`src/rtl/xyolo_vwrite_serializer.sv`:
```
// xyolo_vwrite_serializer
// Accepts N_LANES-wide vectors into a small FIFO and writes them out one lane
// per databus transaction. Lane l of entry e goes to
//   ext_addr + e*entry_incr + l*lane_incr   (modulo 2^IO_ADDR_W),
// and the address is built with running adders rather than multipliers.
//
// Ports
//   clk, rst_n       : clock, asynchronous active-low reset
//   run              : one-cycle start pulse, latches cfg_*; also aborts a job
//   done             : high in DONE until the next run pulse
//   cfg_ext_addr     : base address of the job
//   cfg_nentries     : number of vectors in the job
//   cfg_nlanes       : active lanes per vector (0 or >N_LANES means N_LANES)
//   cfg_lane_incr    : address step between lanes
//   cfg_entry_incr   : address step between vectors
//   in_valid/in_ready/in_data : vector input, lane 0 in the MSBs
//   databus_valid/ready/addr/wdata/wstrb : single-word write request port
module xyolo_vwrite_serializer #(
  parameter int DATA_W    = 32,
  parameter int N_LANES   = 4,
  parameter int DEPTH     = 8,
  parameter int IO_ADDR_W = 32
) (
  input  logic                         clk,
  input  logic                         rst_n,
  input  logic                         run,
  output logic                         done,
  input  logic [IO_ADDR_W-1:0]         cfg_ext_addr,
  input  logic [15:0]                  cfg_nentries,
  input  logic [$clog2(N_LANES+1)-1:0] cfg_nlanes,
  input  logic [IO_ADDR_W-1:0]         cfg_lane_incr,
  input  logic [IO_ADDR_W-1:0]         cfg_entry_incr,
  input  logic                         in_valid,
  output logic                         in_ready,
  input  logic [N_LANES*DATA_W-1:0]    in_data,
  output logic                         databus_valid,
  input  logic                         databus_ready,
  output logic [IO_ADDR_W-1:0]         databus_addr,
  output logic [DATA_W-1:0]            databus_wdata,
  output logic [DATA_W/8-1:0]          databus_wstrb
);

  localparam int LW = $clog2(N_LANES+1);
  localparam int PW = $clog2(DEPTH);
  localparam int CW = PW + 1;
  localparam int VW = N_LANES * DATA_W;

  typedef enum logic [1:0] {
    ST_IDLE = 2'd0,
    ST_RUN  = 2'd1,
    ST_DONE = 2'd2
  } state_t;

  state_t               r_state;
  logic                 r_done;
  logic [15:0]          r_nentries;
  logic [LW-1:0]        r_nlanes;
  logic [IO_ADDR_W-1:0] r_lane_incr;
  logic [IO_ADDR_W-1:0] r_entry_incr;
  logic [PW-1:0]        r_wptr;
  logic [PW-1:0]        r_rptr;
  logic [CW-1:0]        r_count;
  logic [15:0]          r_accepted;
  logic [15:0]          r_popped;
  logic [LW-1:0]        r_lane;
  logic [IO_ADDR_W-1:0] r_entry_addr;   // address of lane 0 of the head entry
  logic [IO_ADDR_W-1:0] r_addr;         // address of the lane being presented
  logic [VW-1:0]        r_mem [DEPTH];

  logic                 w_run_st;
  logic                 w_full;
  logic                 w_empty;
  logic                 w_in_ready;
  logic                 w_bus_valid;
  logic                 w_push;
  logic                 w_bus_hs;
  logic                 w_last_lane;
  logic                 w_last_entry;
  logic                 w_pop;
  logic [LW-1:0]        w_nlanes_eff;
  logic [IO_ADDR_W-1:0] w_next_entry_addr;
  logic [VW-1:0]        w_head;
  logic [DATA_W-1:0]    w_lane_word;

  assign w_run_st          = (r_state == ST_RUN);
  assign w_full            = (r_count == CW'(DEPTH));
  assign w_empty           = (r_count == {CW{1'b0}});
  assign w_in_ready        = w_run_st && !w_full && (r_accepted < r_nentries);
  assign w_bus_valid       = w_run_st && !w_empty;
  assign w_push            = in_valid && w_in_ready;
  assign w_bus_hs          = w_bus_valid && databus_ready;
  assign w_last_lane       = (r_lane == (r_nlanes - LW'(1)));
  assign w_last_entry      = (r_popped == (r_nentries - 16'd1));
  assign w_pop             = w_bus_hs && w_last_lane;
  assign w_next_entry_addr = r_entry_addr + r_entry_incr;
  assign w_head            = r_mem[r_rptr];

  // Out-of-range lane counts collapse to the full vector width.
  assign w_nlanes_eff = ((cfg_nlanes == {LW{1'b0}}) || (cfg_nlanes > LW'(N_LANES)))
                        ? LW'(N_LANES) : cfg_nlanes;

  // Select the current lane word from the FIFO head (lane 0 in the MSBs).
  always_comb begin
    w_lane_word = {DATA_W{1'b0}};
    for (int j = 0; j < N_LANES; j++) begin
      w_lane_word = (r_lane == LW'(j)) ? w_head[VW-1-DATA_W*j -: DATA_W] : w_lane_word;
    end
  end

  // FIFO storage; contents need no reset because the pointers gate every read.
  always_ff @(posedge clk) begin
    if (w_push) begin
      r_mem[r_wptr] <= in_data;
    end
  end

  // Job FSM, FIFO pointers/occupancy, lane/entry counters and address adders.
  always_ff @(posedge clk or negedge rst_n) begin
    if (!rst_n) begin
      r_state      <= ST_IDLE;
      r_done       <= 1'b0;
      r_nentries   <= 16'd0;
      r_nlanes     <= {LW{1'b0}};
      r_lane_incr  <= {IO_ADDR_W{1'b0}};
      r_entry_incr <= {IO_ADDR_W{1'b0}};
      r_wptr       <= {PW{1'b0}};
      r_rptr       <= {PW{1'b0}};
      r_count      <= {CW{1'b0}};
      r_accepted   <= 16'd0;
      r_popped     <= 16'd0;
      r_lane       <= {LW{1'b0}};
      r_entry_addr <= {IO_ADDR_W{1'b0}};
      r_addr       <= {IO_ADDR_W{1'b0}};
    end else if (run) begin
      // Start (or abort and restart): anything in flight this cycle,
      // including a vector handed over right now, belongs to the old job.
      r_state      <= ST_RUN;
      r_done       <= 1'b0;
      r_nentries   <= cfg_nentries;
      r_nlanes     <= w_nlanes_eff;
      r_lane_incr  <= cfg_lane_incr;
      r_entry_incr <= cfg_entry_incr;
      r_wptr       <= {PW{1'b0}};
      r_rptr       <= {PW{1'b0}};
      r_count      <= {CW{1'b0}};
      r_accepted   <= 16'd0;
      r_popped     <= 16'd0;
      r_lane       <= {LW{1'b0}};
      r_entry_addr <= cfg_ext_addr;
      r_addr       <= cfg_ext_addr;
    end else begin
      case (r_state)
        ST_RUN: begin
          if (r_nentries == 16'd0) begin
            r_state <= ST_DONE;
            r_done  <= 1'b1;
          end else begin
            if (w_push) begin
              r_wptr     <= r_wptr + PW'(1);
              r_accepted <= r_accepted + 16'd1;
            end
            if (w_bus_hs) begin
              if (w_last_lane) begin
                r_rptr       <= r_rptr + PW'(1);
                r_lane       <= {LW{1'b0}};
                r_popped     <= r_popped + 16'd1;
                r_entry_addr <= w_next_entry_addr;
                r_addr       <= w_next_entry_addr;
                if (w_last_entry) begin
                  r_state <= ST_DONE;
                  r_done  <= 1'b1;
                end
              end else begin
                r_lane <= r_lane + LW'(1);
                r_addr <= r_addr + r_lane_incr;
              end
            end
            case ({w_push, w_pop})
              2'b10:   r_count <= r_count + CW'(1);
              2'b01:   r_count <= r_count - CW'(1);
              default: r_count <= r_count;
            endcase
          end
        end
        ST_IDLE, ST_DONE: begin
          r_state <= r_state;
        end
        default: begin
          r_state <= ST_IDLE;
          r_done  <= 1'b0;
        end
      endcase
    end
  end

  // All outputs decode registered state only; data/address read 0 when idle.
  assign done          = r_done;
  assign in_ready      = w_in_ready;
  assign databus_valid = w_bus_valid;
  assign databus_addr  = w_bus_valid ? r_addr : {IO_ADDR_W{1'b0}};
  assign databus_wdata = w_bus_valid ? w_lane_word : {DATA_W{1'b0}};
  assign databus_wstrb = w_bus_valid ? {(DATA_W/8){1'b1}} : {(DATA_W/8){1'b0}};

endmodule

```
`config.mk`:
```
export PLATFORM = sky130hd
export DESIGN_NAME = xyolo_vwrite_serializer
export DESIGN_NICKNAME = d
export VERILOG_FILES = /design/src/rtl/xyolo_vwrite_serializer.sv
export SDC_FILE = /design/constraint.sdc
export NUM_CORES = 1
export LEC_CHECK = 0
export BUFFER_PORTS_ARGS = -buffer_cell sky130_fd_sc_hd__buf_2
export CAP_MARGIN = 20
export CORE_ASPECT_RATIO = 0.5
export CORE_MARGIN = 5
export CORE_UTILIZATION = 45
export DETAILED_ROUTE_END_ITERATION = 7
export PLACE_DENSITY = 0.61
export SLEW_MARGIN = 20
export SYNTH_ARGS = -nofsm -noshare
export SYNTH_HDL_FRONTEND = slang
export SYNTH_SLANG_ARGS = --single-unit
```
`constraint.sdc`:
```
create_clock -name clk -period 15.65 [get_ports clk]
set_clock_uncertainty 0.05 [all_clocks]
set_input_delay 3.13 -clock clk [delete_from_list [all_inputs] [get_ports clk]]
set_output_delay 3.13 -clock clk [all_outputs]
set_load 0.01 [all_outputs]
```
After elaboration in Yosys (flattened, before gate mapping). Memories as Yosys holds them, arrays and structs flattened. Index checks and enable logic that the tools add are counted.

Reductions and logical operators: 25. Add/sub/neg operators: 11. Equal/unequal tests: 15. Multiplexer cells: 59. Magnitude comparators: 2.

Operator list (number): two-way mux 32 bit (16); two-way mux 16 bit (9); adder 32 bit (2); two-way mux 3 bit (15); adder 16 x 1 -> 16 bit (second input constant) (2); == test 16 bit (1); logical NOT 16 bit (1); less-than comparator 16 bit (1); two-way mux 4 bit (4); subtractor 16 x 1 -> 16 bit (second input constant) (1); inequality test 4 x 2 -> 1 bit (second input constant) (3); two-way mux 2 bit (5); adder 3 x 1 -> 3 bit (second input constant) (3); AND reduction 3 bit (3); one-hot mux 4 bit (2 select lines) (1); AND reduction 4 bit (2); nonzero test 2 bit (4); two-way mux 1 bit (7); == test 3 x 2 -> 1 bit (second input constant) (2); logical AND 1 bit (6); logical NOT 3 bit (2); adder 4 x 1 -> 4 bit (second input constant) (1); == test 2 x 1 -> 1 bit (second input constant) (2); == test 2 bit (second input constant) (2); 15 further kinds (17).

Bits in registers: 195. RAM bits: 1024. Word-level logic and storage cells: 127. Memories: 1. Bits of input ports: 248. Output and inout port bits: 71.

Memories: r_mem (words 8, bits a word 128, rd ports 1, clocked after Yosys merged registers in 0, write ports 1, line 68) `logic [VW-1:0] r_mem [DEPTH];`.

Logic depth before layout (Yosys ltp).
Depth after elaboration: 10. Depth in mapped cells: 17. Gate-level depth less buffers: 16.

Worst setup path after synthesis. No wires, ideal clock.

Kind: input to register. From: input in_valid. To: memory r_mem[2][0] in the netlist's numbering, enable pin. Data arrival time: 16405 ps. Setup time: 973 ps. Setup slack: -1779 ps. Stages on the path: 3. Cell sequence: and2_1 -> nand2_1 -> nor4b_1.

Word-level cells in the longest chain between the ends: 3.

Ends and longest elaborated chain: start: declaration (line 33) `input logic in_valid,`; logical AND 1 bit (line 90) `assign w_push = in_valid && w_in_ready;`; two-way mux 1 bit (line 112) `if (w_push) begin`; two-way mux 1 bit (implied by the code) (line 113) `r_mem[r_wptr] <= in_data;`; end: declaration (line 68).

Every way passes these cells.

Worst setup path in the final report.
From: register r_rptr[0]. To: output databus_wdata[23].

Word-level cells in the longest chain between the ends: 6.

Ends and longest elaborated chain: start: declaration (line 61) `logic [PW-1:0] r_rptr;`; start signal: assignment (line 127) `r_rptr <= {PW{1'b0}};`; start signal: assignment (line 144) `r_rptr <= {PW{1'b0}};`; start signal: assignment (line 164) `r_rptr <= r_rptr + PW'(1);`; memory (8 x 128 bit) *; two-way mux 32 bit (3 in series) (line 106) `w_lane_word = (r_lane == LW'(j)) ? w_head[VW-1-DATA_W*j -: DATA_W] : w_lane_word;`; two-way mux 32 bit * (line 106); two-way mux 32 bit * (line 201) `assign databus_wdata = w_bus_valid ? w_lane_word : {DATA_W{1'b0}};`; end: declaration (line 39) `output logic [DATA_W-1:0] databus_wdata,`.

Mark *: on every way between the ends. The rest lies on a longest branch, timed or not.

==> reports/metrics.cfg <==
[global_routing]
antenna_found_initial = 28
grt_pass1_vias = 29300
grt_first_pass_wirelength_um = 188000
grt_max_degree = 129
gr-total-overflow = 0
track_usage = 0.201

[sta]
report.final.hold_viol_count = 0
fin_crit_ns = 8.56
fmax_mhz = 117
whs_ns = 0.432
rsz0062_at_grt = false
max-slew-margin-rel = 0.249
setup_slack_ns = 7.09
slew_viol_final = 0
fin_crit_sh = 0.547
setup_viol = 0
worst_pin_slew_ns = 1.13

[clocking]
tritoncts = built
postCtsSetupRepairBufs = 0
clock_latency_ns = 0.72
ctsHoldBuffers = 0
cts_buffer_depth = 3
cts_sinks = 1218
clk_pin_slew_ns = 0.07
cts_buffers = 106
cts_resized = 0
cts_root_buffer = clkbuf_16
htree_levels = 3

[synth]
syn_avg_cell_area_um2 = 17.0
synth_edf_count = 1024
synth-seq-cells = 1218
ys.flop_type = edfxtp_1
syn_nets = 3403
yosysSeqAreaShare = 0.686
syn_area_um2 = 51900
synthCells = 3061
synthArstFlopShare = 0.159
synth_cell_types = 87
yosys_warnings = 0

[drt]
vias = 28600
via_per_inst = 5.73
routedWlPerCell_um = 24.9
first_pass_iters = 5
drt_iter0_drc = 2303
wl_um = 124000
ant_nets = 0
drc_errors = 0

[layout]
nets = 3701
design_area_um2 = 58900
multiInputGateArea_um2 = 15500
drive_gt1_frac = 0.254
ff_latch_area_um2 = 35600
final_common_cell = edfxtp_1
syn_to_final_growth_pct = 13.3
nFillCells = 9341
layout_common_cells = edfxtp_1 (1,024), buf_2 (316), mux4_2 (256)

[hold_path]
hold_path.class = flip-flop to flip-flop

[worst_setup_path]
crit_path_end_kind = output port
cp.arrival_ns = 5.38
required_ns = 12.47
cp_max_fo = 104
critPathKind = flip-flop to output port
startpoint_type = flip-flop

[die]
io_pins = 319
die_x_um = 490
die-area_um2 = 123000
rows = 88
die_h_um = 250
initial_core_util = 0.452
core_area_um2 = 115000

[power]
power_density_nw_per_um2 = 126
p_int_mw = 5.53
clkPwrFrac = 0.367
sw_frac_of_total = 0.253
irDropWorstVdd_v = 0.0000918
pwr-share-comb = 0.132
cellLeakagePower_nw = 20.1
p_seq_frac = 0.501
p_sw_mw = 1.88

[placed_design]
port_buffers = 318
dp_hpwl_um = 71100
pre_cts_slack_ns = 7.87
place.gp.congestion = 0.884
placed_area_um2 = 55200

[run_status]
status = finished clean

[job]
maxCapViolations = 0

routing by layer:
layer	global-route usage	wire, um	vias to the layer above
li1	-	-	12800
met4	0.0447	2480	4
met2	0.339	61700	675
met1	0.276	54300	15000
met5	0	21	-
met3	0.0347	5800	184
critical path, stage by stage (launching register included):
cell and delay [ns]:
dfrtp_4 0.94, buf_12 0.54, buf_12 0.37, buf_16 0.50, mux4_2 0.58, mux2i_1 0.17
o22ai_1 0.11, nor2_1 0.22, a21oi_1 0.08, nor2_1 0.27, a211oi_1 0.10, buf_2 0.20
final cells by class:
type | instances | area share
antenna | 8 | 0.000340
inverter | 47 | 0.00300
timing repair buffer | 356 | 0.0346
clock inverter | 70 | 0.0135
multi-input combinational | 1630 | 0.264
tap | 1530 | 0.0325
clock buffer | 129 | 0.0474
sequential | 1218 | 0.605
path summary, 6_finish.rpt:
path                                  start                end  slack [ns]  cells past startpoint
max                               r_rptr[0]  databus_wdata[23]        7.09                     11
min                        r_entry_addr[11]   r_entry_addr[11]        0.43                      1
max reg2reg                  r_nentries[13]      r_mem[1][117]       10.51                     14
min reg2reg                r_entry_addr[11]   r_entry_addr[11]        0.43                      1
max in group asynchronous             rst_n   r_entry_incr[16]       11.82                      2
min in group asynchronous             rst_n        r_popped[8]        2.39                      1
power groups by stage:
stage          Combinational (mW)  Clock [mW]  Sequential (mW)
2_1_floorplan               0.636           0             3.78
3_3_place_gp                0.973           0             3.78
3_5_place_dp                0.982           0             3.78
4_1_cts                     0.987        2.78             3.71
5_1_grt                      1.08        2.92             3.72
6_report                    0.978        2.72             3.71
logic make-up after synthesis:
logic type | after synthesis | share of synthesized area
AOI/OAI and AO/OA | 485 | 0.0607
buffers and inverters | 213 | 0.0170
adders and majority gates | 94 | 0.0231
and+or+nand+nor | 496 | 0.0458
muxes | 454 | 0.151
xor gates and xnor gates | 101 | 0.0173
DFF | 1218 | 0.686
flip-flops by register name (all words and copies together), names as in the netlist:
name / flops
r_accepted: 16
r_entry_addr: 32
r_count: 4
r_lane: 3
r_mem: 1024
r_entry_incr: 32
r_wptr: 3
r_state: 2
r_lane_incr: 32
r_rptr: 3
r_nentries: 16
r_nlanes: 3
r_popped: 16
r_addr: 32
cells in the mapped netlist, types with 4 or more instances:
master    count  area share
clkbuf_1     95      0.0069
buf_4         7      0.0010
o21ai_0      89      0.0086
a21o_1       39      0.0056
xnor2_1      55      0.0093
inv_1        46      0.0033
mux2i_1     136       0.026
a21oi_1     127       0.012
a22oi_1      15      0.0022
nand2b_1      8     0.00096
o21ai_1      11      0.0011
or3_1        18      0.0022
buf_2        45      0.0043
dfrtp_1     194       0.093
nand2_1     143       0.010
nand3_1      33      0.0032
and3_1       15      0.0018
nor3_1       20      0.0019
nor4_1        4     0.00048
a221o_1      10      0.0019
xor2_1       45      0.0076
buf_1        19      0.0014
nor2b_1       6     0.00072
a31oi_1      12      0.0014
mux2_2       62       0.013
and2_1       41      0.0049
and4_1        5     0.00084
o21a_1       10      0.0014
o31ai_1       8      0.0012
o22ai_1      34      0.0041
o21bai_1      8      0.0012
o221a_2       4     0.00087
o211ai_1     25      0.0036
nand4_1      21      0.0025
ha_1         91       0.022
edfxtp_1   1024        0.59
a211oi_1     46      0.0066
mux4_2      256        0.11
nor2_1      156       0.011
per-stage QoR:
step                total power, mW  setup TNS, ns  utilization  std cells
detailed placement             4.76              0        0.481       4780
floorplan                      4.41        -545.08            -       3061
CTS                            7.48              0        0.512       4979
global route                   7.72              0        0.512       4985
finish                         7.41              0        0.512       4988
global placement               4.75              0        0.481       4780
No activity file was read; power rests on OpenSTA's default activity.
